===== config.mk =====
export PLATFORM = sky130hd
export DESIGN_NAME = cache_port_arbiter
export DESIGN_NICKNAME = d
export VERILOG_FILES = /design/src/rtl/cache_arb_pkg.sv /design/src/rtl/rr_arbiter.sv /design/src/rtl/cache_port_arbiter.sv
export SDC_FILE = /design/constraint.sdc
export NUM_CORES = 1
export LEC_CHECK = 0
export CAP_MARGIN = 20
export CORE_MARGIN = 4
export CORE_UTILIZATION = 37
export CTS_CLUSTER_SIZE = 8
export DETAILED_ROUTE_END_ITERATION = 10
export GPL_ROUTABILITY_DRIVEN = 0
export PLACE_DENSITY = 0.81
export SKIP_CTS_REPAIR_TIMING = 1
export SLEW_MARGIN = 40
export SYNTH_ARGS = -nofsm -noshare
export SYNTH_HDL_FRONTEND = slang
export SYNTH_SLANG_ARGS = --single-unit

===== constraint.sdc =====
create_clock -name clock -period 2 [get_ports clock]
set_input_delay 0.5 -clock clock [delete_from_list [all_inputs] [get_ports clock]]
set_output_delay 0.5 -clock clock [all_outputs]
set_load 0.05 [all_outputs]

===== src/rtl/cache_arb_pkg.sv =====
// Shared types for the cache port arbiter.
//   state_e   : arbiter FSM states
//   op_e      : request type carried through an operation
//   wd_width  : width of the write watchdog counter for a given timeout
package cache_arb_pkg;

  typedef enum logic [2:0] {
    IDLE     = 3'd0,
    RD_ISSUE = 3'd1,
    RD_CAP   = 3'd2,
    WR_ISSUE = 3'd3,
    WR_WAIT  = 3'd4,
    RESP     = 3'd5
  } state_e;

  typedef enum logic {
    OP_READ  = 1'b0,
    OP_WRITE = 1'b1
  } op_e;

  function automatic int wd_width(input int timeout);
    return $clog2(timeout + 1);
  endfunction

endpackage


===== src/rtl/rr_arbiter.sv =====
// Round-robin grant selector, purely combinational.
//   req : request vector
//   ptr : highest-priority index this cycle
//   gnt : one-hot grant (0 when no request)
//   idx : binary index of the granted requester
//   any : at least one request present
module rr_arbiter #(
  parameter int N  = 2,
  parameter int IW = (N > 1) ? $clog2(N) : 1
) (
  input  logic [N-1:0]  req,
  input  logic [IW-1:0] ptr,
  output logic [N-1:0]  gnt,
  output logic [IW-1:0] idx,
  output logic          any
);

  // Scan from ptr upward, wrapping; the first set bit wins.
  always_comb begin
    int j;
    gnt = '0;
    idx = '0;
    any = 1'b0;
    j   = 0;
    for (int k = 0; k < N; k++) begin
      j = int'(ptr) + k;
      if (j >= N) j = j - N;
      if (!any && req[j]) begin
        any    = 1'b1;
        gnt[j] = 1'b1;
        idx    = IW'(j);
      end
    end
  end

endmodule


===== src/rtl/cache_port_arbiter.sv =====
// Shares one CLOCK-replacement line cache between N_REQ requesters.
// One operation in flight; round-robin grant; single-cycle response pulse
// back to the requester that issued the operation.
//   clock, reset           : clock, synchronous active-high reset
//   req_valid/ready/write  : per-requester handshake and op type
//   req_addr, req_data     : flattened per-requester address / write data
//   resp_valid             : one-hot response pulse to the issuing requester
//   resp_hit/err/data      : response payload (shared by all requesters)
//   cache_read/write       : strobes to the cache
//   cache_addr/val         : address / write line to the cache
//   cache_hit, cache_out   : registered lookup result from the cache
module cache_port_arbiter
  import cache_arb_pkg::*;
#(
  parameter int N_REQ      = 2,
  parameter int ADDR_WIDTH = 8,
  parameter int LINE_WIDTH = 32,
  parameter int K          = 2,
  parameter int WR_TIMEOUT = 4 * K + 4
) (
  input  logic                        clock,
  input  logic                        reset,
  input  logic [N_REQ-1:0]            req_valid,
  output logic [N_REQ-1:0]            req_ready,
  input  logic [N_REQ-1:0]            req_write,
  input  logic [N_REQ*ADDR_WIDTH-1:0] req_addr,
  input  logic [N_REQ*LINE_WIDTH-1:0] req_data,
  output logic [N_REQ-1:0]            resp_valid,
  output logic                        resp_hit,
  output logic                        resp_err,
  output logic [LINE_WIDTH-1:0]       resp_data,
  output logic                        cache_read,
  output logic                        cache_write,
  output logic [ADDR_WIDTH-1:0]       cache_addr,
  output logic [LINE_WIDTH-1:0]       cache_val,
  input  logic                        cache_hit,
  input  logic [LINE_WIDTH-1:0]       cache_out
);

  localparam int IW   = (N_REQ > 1) ? $clog2(N_REQ) : 1;
  localparam int WD_W = wd_width(WR_TIMEOUT);

  state_e                  state_q, state_d;
  logic [IW-1:0]           rr_ptr_q, rr_ptr_d;
  logic [IW-1:0]           owner_q, owner_d;
  logic [WD_W-1:0]         wd_q, wd_d;
  logic                    whit_q, whit_d;
  logic                    cache_read_q, cache_read_d;
  logic                    cache_write_q, cache_write_d;
  logic [ADDR_WIDTH-1:0]   cache_addr_q, cache_addr_d;
  logic [LINE_WIDTH-1:0]   cache_val_q, cache_val_d;
  logic [N_REQ-1:0]        resp_valid_q, resp_valid_d;
  logic                    resp_hit_q, resp_hit_d;
  logic                    resp_err_q, resp_err_d;
  logic [LINE_WIDTH-1:0]   resp_data_q, resp_data_d;

  logic [N_REQ-1:0] gnt;
  logic [IW-1:0]    gnt_idx;
  logic             gnt_any;
  op_e              gnt_op;
  logic             wd_expired;
  logic             wr_done;

  rr_arbiter #(.N(N_REQ), .IW(IW)) u_rr (
    .req (req_valid),
    .ptr (rr_ptr_q),
    .gnt (gnt),
    .idx (gnt_idx),
    .any (gnt_any)
  );

  assign gnt_op     = req_write[gnt_idx] ? OP_WRITE : OP_READ;
  assign wd_expired = (wd_q == WD_W'(WR_TIMEOUT - 1));
  // A hit on the final watchdog cycle still counts as a completed write.
  assign wr_done    = cache_hit || wd_expired;

  // Only IDLE accepts; masked during reset so outputs read 0 while held.
  assign req_ready = (state_q == IDLE && !reset) ? gnt : '0;

  // State register
  always_ff @(posedge clock) begin
    if (reset) begin
      state_q       <= IDLE;
      rr_ptr_q      <= '0;
      owner_q       <= '0;
      wd_q          <= '0;
      whit_q        <= 1'b0;
      cache_read_q  <= 1'b0;
      cache_write_q <= 1'b0;
      cache_addr_q  <= '0;
      cache_val_q   <= '0;
      resp_valid_q  <= '0;
      resp_hit_q    <= 1'b0;
      resp_err_q    <= 1'b0;
      resp_data_q   <= '0;
    end else begin
      state_q       <= state_d;
      rr_ptr_q      <= rr_ptr_d;
      owner_q       <= owner_d;
      wd_q          <= wd_d;
      whit_q        <= whit_d;
      cache_read_q  <= cache_read_d;
      cache_write_q <= cache_write_d;
      cache_addr_q  <= cache_addr_d;
      cache_val_q   <= cache_val_d;
      resp_valid_q  <= resp_valid_d;
      resp_hit_q    <= resp_hit_d;
      resp_err_q    <= resp_err_d;
      resp_data_q   <= resp_data_d;
    end
  end

  // Next-state
  always_comb begin
    state_d  = state_q;
    rr_ptr_d = rr_ptr_q;
    owner_d  = owner_q;
    wd_d     = wd_q;
    whit_d   = whit_q;
    unique case (state_q)
      IDLE: begin
        if (gnt_any) begin
          state_d  = (gnt_op == OP_WRITE) ? WR_ISSUE : RD_ISSUE;
          owner_d  = gnt_idx;
          rr_ptr_d = (gnt_idx == IW'(N_REQ - 1)) ? '0 : gnt_idx + 1'b1;
        end
      end
      RD_ISSUE: state_d = RD_CAP;
      RD_CAP:   state_d = RESP;
      WR_ISSUE: begin
        state_d = WR_WAIT;
        wd_d    = '0;
      end
      WR_WAIT: begin
        // First WR_WAIT cycle shows whether the line was already present.
        if (wd_q == '0) whit_d = cache_hit;
        if (wr_done) state_d = RESP;
        else         wd_d    = wd_q + 1'b1;
      end
      RESP:    state_d = IDLE;
      default: state_d = IDLE;
    endcase
  end

  // Registered outputs
  always_comb begin
    cache_read_d  = 1'b0;
    cache_write_d = 1'b0;
    cache_addr_d  = cache_addr_q;
    cache_val_d   = cache_val_q;
    resp_valid_d  = '0;
    resp_hit_d    = 1'b0;
    resp_err_d    = 1'b0;
    resp_data_d   = '0;
    case (state_q)
      IDLE: begin
        if (gnt_any) begin
          cache_read_d  = (gnt_op == OP_READ);
          cache_write_d = (gnt_op == OP_WRITE);
          cache_addr_d  = req_addr[gnt_idx*ADDR_WIDTH +: ADDR_WIDTH];
          cache_val_d   = req_data[gnt_idx*LINE_WIDTH +: LINE_WIDTH];
        end
      end
      WR_ISSUE: cache_write_d = 1'b1;
      WR_WAIT: begin
        // The strobe is still high on the exit cycle, so the cache sees one
        // extra same-address write; that rewrite is harmless.
        if (!wr_done) begin
          cache_write_d = 1'b1;
        end else begin
          resp_valid_d[owner_q] = 1'b1;
          resp_hit_d            = (wd_q == '0) ? cache_hit : whit_q;
          resp_err_d            = !cache_hit;
        end
      end
      RD_CAP: begin
        resp_valid_d[owner_q] = 1'b1;
        resp_hit_d            = cache_hit;
        resp_data_d           = cache_hit ? cache_out : '0;
      end
      default: ;
    endcase
  end

  assign resp_valid  = resp_valid_q;
  assign resp_hit    = resp_hit_q;
  assign resp_err    = resp_err_q;
  assign resp_data   = resp_data_q;
  assign cache_read  = cache_read_q;
  assign cache_write = cache_write_q;
  assign cache_addr  = cache_addr_q;
  assign cache_val   = cache_val_q;

endmodule

==> out/results.ini, run 1 <==
[floorplanning]
rows=33
die_w_um=101
die_area_um2=10200
die_height_um=101
initial_core_util_pct=38.4
ios=199
core_region_area_um2=8300

[sta]
setup_ws_ps=140
fin_skew_ps=9.75
period_share_pct=93.0
hold_violations=0
tightest_slew_ps=536
slew_headroom_pct=64.2
layout_min_cycle_time_ps=1860
rsz0062_at_grt=no
drv_slew=0
max_freq_ghz=0.538
setup_violations=0
hold_ws_ps=492

[global_route]
met3_usage_pct=8.58
grt_max_degree=42
grt_pass1_wl_mm=15.0
grt.busiest_layer=met2
grt_util_met2_pct=29.8
track_usage_pct=18.7
use_met1_pct=22.2
antenna_found_initial=0
grt_pass1_vias=2983
grt_overflow_total=0

[setup_path]
cp_max_fo=10
timing.critical_path.to_type=primary output
worst_ep_arrival_time_ps=1360
critPathMaxStageDelay_ps=430
crit_buf_inv=1
start_kind=flip-flop
cp_slowest_cell=dfxtp_1
path_class=reg -> out
crit_chain=nor2_2 -> nand2_2 -> nor2_4 -> buf_12
crit_required_ps=1500
cp_top_family=flip-flops

[cells_and_area]
utilization_pct=67.5
drive_gt1_share_pct=13.5
instances_no_fill=601
syn_to_final_growth_pct=75.6
fillers=632
nNetsFinal=612
fin_area_um2=5600
n_antenna_cell=0

[clock_tree]
clkLatencyLatePin_ps=340
clock_path_buffers=2
cts_tree=yes
root_buffer=clkbuf_8
htree_levels=3
path_clk_slew_ps=90
cts_buffers=9
clock-sinks=88

[synthesis]
synth_seq_area_share_pct=55.2
yosys.area.top_type_share_pct=55.2
ys_ff_latch=88
synth_nets=409
syn_area_um2=3190
ys_types=41
ys_warn_count=0
avgSynthCellArea_um2=11.1
synth_top_cell_by_area=dfxtp_1
synthTopCellsByArea=dfxtp_1 55%, a221o_1 13%, and2_0 7.5%, and2_1 6.9%, buf_6 2.1%
synth_cells=288

[detailed_routing]
via_count=2989
drc=0
wl_per_cell_um=16.3
postRouteAntennaNets=0
drt-initial-drc-count=172
vias_per_cell=4.97
routed_wl_mm=9.82
first_pass_iters=4

[place]
pre_cts_ws_ps=-103
dpl_cell_area_um2=5250
dp_cells=584
numPortBuffers=198
hpwl_mm=7.53

[power]
powerDensity_nw_per_um2=811
ir_drop_uv=452
total_leakage_power_nw=3.09

[run_status]
outcome=completed

[worst_hold_path]
hold_class=reg -> reg

[flow_run]
maxCapViolCount=0

[layer usage]
layer	wire [um]	vias to the layer above	share of wire [%]
li1	-	1432	-
met1	3890	1366	40
met4	131	0	1.3
met3	1320	14	13
met5	0	-	0
met2	4480	177	46
[registers in the layout, summed over array words and instances, names as in the netlist]
register,count
state_q,3
cache_write,1
cache_addr,8
cache_val,32
cache_read,1
resp_hit,1
rr_ptr_q,1
whit_q,1
owner_q,1
resp_valid,2
resp_data,32
wd_q,4
resp_err,1
[synthesized netlist by cell type, drive strengths merged]
cell	count
dfxtp	88
and2	73
a221o	40
buf	15
nor2	11
nand2	10
a21oi	5
inv	5
clkbuf	4
nor3	3
o21ai	3
xor2	3
a2111oi	2
and3	2
ha	2
mux2i	2
nand2b	2
nand3	2
a211o	1
a21o	1
a311oi	1
a31oi	1
and2b	1
nand3b	1
nand4	1
nor2b	1
nor3b	1
nor4	1
nor4b	1
o22ai	1
o311ai	1
o31a	1
or2	1
xnor2	1
[path summary, 6_finish.rpt]
check | startpoint | endpoint | slack [ps] | depth (start not counted)
hold reg to reg | owner_q$_SDFFE_PP0N_ | resp_valid[1]$_SDFF_PP0_ | 490 | 2
setup / recovery | state_q[2]$_SDFFE_PP0P_ | req_ready[0] | 140 | 4
setup reg to reg | state_q[0]$_SDFFE_PP0P_ | cache_val[18]$_SDFFE_PP0N_ | 370 | 6
hold / removal | owner_q$_SDFFE_PP0N_ | resp_valid[1]$_SDFF_PP0_ | 490 | 2
[cell usage in the layout, fill, tap and decap left out, drive strengths merged, types with 2 or more instances in the layout]
master | synthesis | routed
a2111oi | 2 | 2
clkinvlp | 0 | 2
xor2 | 3 | 3
ha | 2 | 2
dfxtp | 88 | 88
nand2b | 2 | 2
clkbuf | 4 | 10
a221o | 40 | 40
dlymetal6s2s | 0 | 55
and3 | 2 | 2
nor3 | 3 | 3
mux2i | 2 | 2
inv | 5 | 7
and2 | 73 | 73
nor2 | 11 | 11
nand2 | 10 | 10
clkdlybuf4s50 | 0 | 115
nand3 | 2 | 2
buf | 15 | 41
a21oi | 5 | 5
o21ai | 3 | 3
[cell families after synthesis]
group / Yosys count / share of synthesized area [%]
multiplexers: 2 / 0.627
AND/OR/NAND/NOR: 111 / 20.8
AO/OA/AOI/OAI: 57 / 16.8
XOR/XNOR: 4 / 1.10
flip-flops: 88 / 55.2
buffers and inverters: 24 / 4.67
adder cells (fa/ha/maj): 2 / 0.784
[layout make-up]
| cell class | count | area, um2 | area share (%) |
|---|---|---|---|
| Clock buffer | 10 | 128 | 2.28 |
| Tap cell | 105 | 131 | 2.35 |
| Multi-Input combinational cell | 176 | 1300 | 23.2 |
| Timing Repair Buffer | 211 | 2200 | 39.2 |
| Sequential cell | 88 | 1760 | 31.4 |
| Inverter | 5 | 18.8 | 0.335 |
| Clock inverter | 6 | 67.6 | 1.21 |
[report_power, final]
| group | switching [mW] | internal, mW |
|---|---|---|
| registers | 0.0731 | 1.90 |
| clock network | 0.633 | 0.585 |
| logic | 0.768 | 0.584 |
| total | 1.47 | 3.07 |
[tightest hold or removal path, cell delays in order, from the launching register on]
cell	delay (ps)
dfxtp_1	350
nand2_1	70
a21oi_1	40
[stage by stage]
step           TNS [ps]  power, mW
3_5_place_dp      -2890       3.37
6_report              0       4.54
3_3_place_gp      -1870       3.35
2_1_floorplan         0       2.79
5_1_grt               0       4.75
4_1_cts            -623       4.60
Power figures use the tool's default switching activity.
==> run 2, diff against run 1 <==
CORE_UTILIZATION = 33   (was 37)
PLACE_DENSITY = 0.76   (was 0.81)
clock period = 1.65 ns   (was 2 ns; I/O delays follow)
==> run 2 against run 1 <==
  * Core utilization decreased by 7.0 points
  * Sequential cell count is the same
  * Count of clock-buffer cells in the layout is 1 higher
  * Hold slack lost 13 ps
  * Cell count is 5.7% higher
  * Sequential power rose by 22%
  * Design area grew 0.78%
  * Global-route usage is 1.5 points lower
  * Critical endpoint unchanged
  * Register-to-register slack got worse by 280 ps
  * Power grew 29%
  * Non-clock buffer count up 10
  * Clock skew rose by 2.4 ps
==> out/results.ini, run 2 (synthesized netlist as in run 1, its figures left out) <==
[setup_path]
timing.critical_path.to_type=primary output
path_depth=4  ; unchanged
crit_path_start=state_q[1]$_SDFFE_PP0P_
crit_chain=nor2_4 -> nand2_4 -> nor2_4 -> buf_12
cp_top_family=simple AND/OR/NAND/NOR gates
crit_buf_inv=1  ; unchanged
worstReg2RegEnd=cache_val[6]$_SDFFE_PP0N_
cp_max_fo=4  ; -6
cp_slowest_cell=dfxtp_1
start_kind=flip-flop
r2r_start=state_q[1]$_SDFFE_PP0P_
worst_r2r_path_depth=6  ; unchanged
worst_ep_arrival_time_ps=1230  ; -130 ps
worst-r2r-setup-slack_ps=90  ; -280 ps
worst_path_most_repeated_cell=nor2_4
critPathMaxStageDelay_ps=340  ; -90 ps
cp-endpoint=req_ready[0]
path_class=reg -> out
crit_required_ps=1240  ; -260 ps

[floorplanning]
die_area_um2=11300  ; +11%
ios=199  ; unchanged
die_w_um=106  ; +5.4%
core_region_area_um2=9330  ; +12%
rows=35  ; +6.1%
initial_core_util_pct=34.2  ; -4.2 points
die_height_um=106  ; +5.4%

[cells_and_area]
syn_to_final_growth_pct=76.9
drive_gt1_share_pct=26.7  ; +13 points
layout_commonest_cell=clkdlybuf4s50_1
n_antenna_cell=0  ; unchanged
final_cell_mix=115 x clkdlybuf4s50_1, 89 x buf_4, 86 x dfxtp_1
fillers=784  ; +24%
utilization_pct=60.5  ; -7.0 points
nNetsFinal=622  ; +1.6%
instances_no_fill=635  ; +5.7%

[sta]
setup_ws_ps=4.44  ; -135 ps
tightest_slew_ps=461  ; -75.3 ps
hold_ws_ps=479  ; -13.4 ps
drv_slew=0  ; unchanged
slew_headroom_pct=68.9  ; +4.7 points
setup_violations=0  ; unchanged
hold_violations=0  ; unchanged
fin_skew_ps=12.2  ; +2.42 ps
max_freq_ghz=0.608
layout_min_cycle_time_ps=1650
period_share_pct=99.7
rsz0062_at_grt=yes

[detailed_routing]
wl_per_cell_um=15.6  ; -4.4%
routed_wl_mm=9.92  ; +0.98%
drc=0  ; unchanged
via_count=2961  ; -0.94%
drt-initial-drc-count=138  ; -20%
first_pass_iters=4  ; unchanged
postRouteAntennaNets=0  ; unchanged
vias_per_cell=4.66  ; -6.2%

[place]
pre_cts_ws_ps=-351  ; -248 ps
hpwl_mm=7.67  ; +1.9%
dp_cells=615  ; +5.3%
numPortBuffers=198  ; unchanged

[clock_tree]
clock-sinks=88  ; unchanged
path_clk_slew_ps=80  ; about the same
root_buffer=clkbuf_8
cts_tree=yes
clkLatencyLatePin_ps=340  ; about the same
cts_buffers=9  ; unchanged
clock_path_buffers=2  ; unchanged
htree_levels=3  ; unchanged

[run_status]
outcome=completed

[global_route]
antenna_found_initial=0  ; unchanged
track_usage_pct=17.2  ; -1.5 points
grt_max_degree=33  ; -21%
grt_pass1_wl_mm=15.3  ; +2.2%
grt_overflow_total=0  ; unchanged
grt_pass1_vias=3022  ; +1.3%

[worst_hold_path]
hold_class=reg -> reg

[power]
ir_drop_uv=545  ; +20%
powerDensity_nw_per_um2=1040  ; +28%
total_leakage_power_nw=2.42  ; -22%

[flow_run]
maxCapViolCount=0  ; unchanged

-- run 2: how the worst min path moves through the flow --
stage | end | startpoint | depth (start not counted)
3_5_place_dp | resp_valid[1]$_SDFF_PP0_ | owner_q$_SDFFE_PP0N_ | 2
5_1_grt | rr_ptr_q$_SDFFE_PP0N_ | rr_ptr_q$_SDFFE_PP0N_ | 1
3_3_place_gp | resp_valid[1]$_SDFF_PP0_ | owner_q$_SDFFE_PP0N_ | 2
2_1_floorplan | resp_valid[1]$_SDFF_PP0_ | owner_q$_SDFFE_PP0N_ | 2
6_report | resp_valid[1]$_SDFF_PP0_ | owner_q$_SDFFE_PP0N_ | 2
4_1_cts | resp_valid[1]$_SDFF_PP0_ | owner_q$_SDFFE_PP0N_ | 2
-- run 2: final cells by class --
type,instances,area [um2],share of cell area (%)
flip-flops and latches,88,1760,31.2
clock inverters,5,87.6,1.55
multi-input cells,176,1330,23.5
inverters,5,18.8,0.332
well taps,129,161,2.86
repair buffers,221,2140,37.9
clock buffers,11,151,2.68
-- run 2: power breakdown --
part	switching (mW)	leakage (nW)	internal [mW]	total [mW]
combinational	0.960	1.58	0.782	1.74
sequential	0.0984	0.718	2.30	2.40
clock	0.763	0.118	0.950	1.71
total	1.82	2.42	4.03	5.85
-- run 2: stage by stage --
| stage | power (mW) | cell area (um2) | setup TNS, ps |
|---|---|---|---|
| 5_1_grt | 6.13 | 5650 | -139 |
| 4_1_cts | 5.90 | 5570 | -691 |
| 2_1_floorplan | 3.38 | 3190 | 0 |
| 3_3_place_gp | 4.14 | 5330 | -17150 |
| 6_report | 5.85 | 5650 | 0 |
| 3_5_place_dp | 4.17 | 5330 | -18870 |
-- run 2: worst min-delay path, delay by kind of cell, from the launching register on --
| kind | cells | cell delay, ps |
|---|---|---|
| compound gates | 1 | 40 |
| simple gates | 1 | 60 |
| flops | 1 | 340 |
-- run 2: layer usage --
metal	up-vias	routed length [um]	track usage (%)
li1	1452	-	-
met1	1344	3940	19.3
met2	152	4660	28.9
met3	13	1160	8.14
met4	0	163	5.00
met5	-	0	0
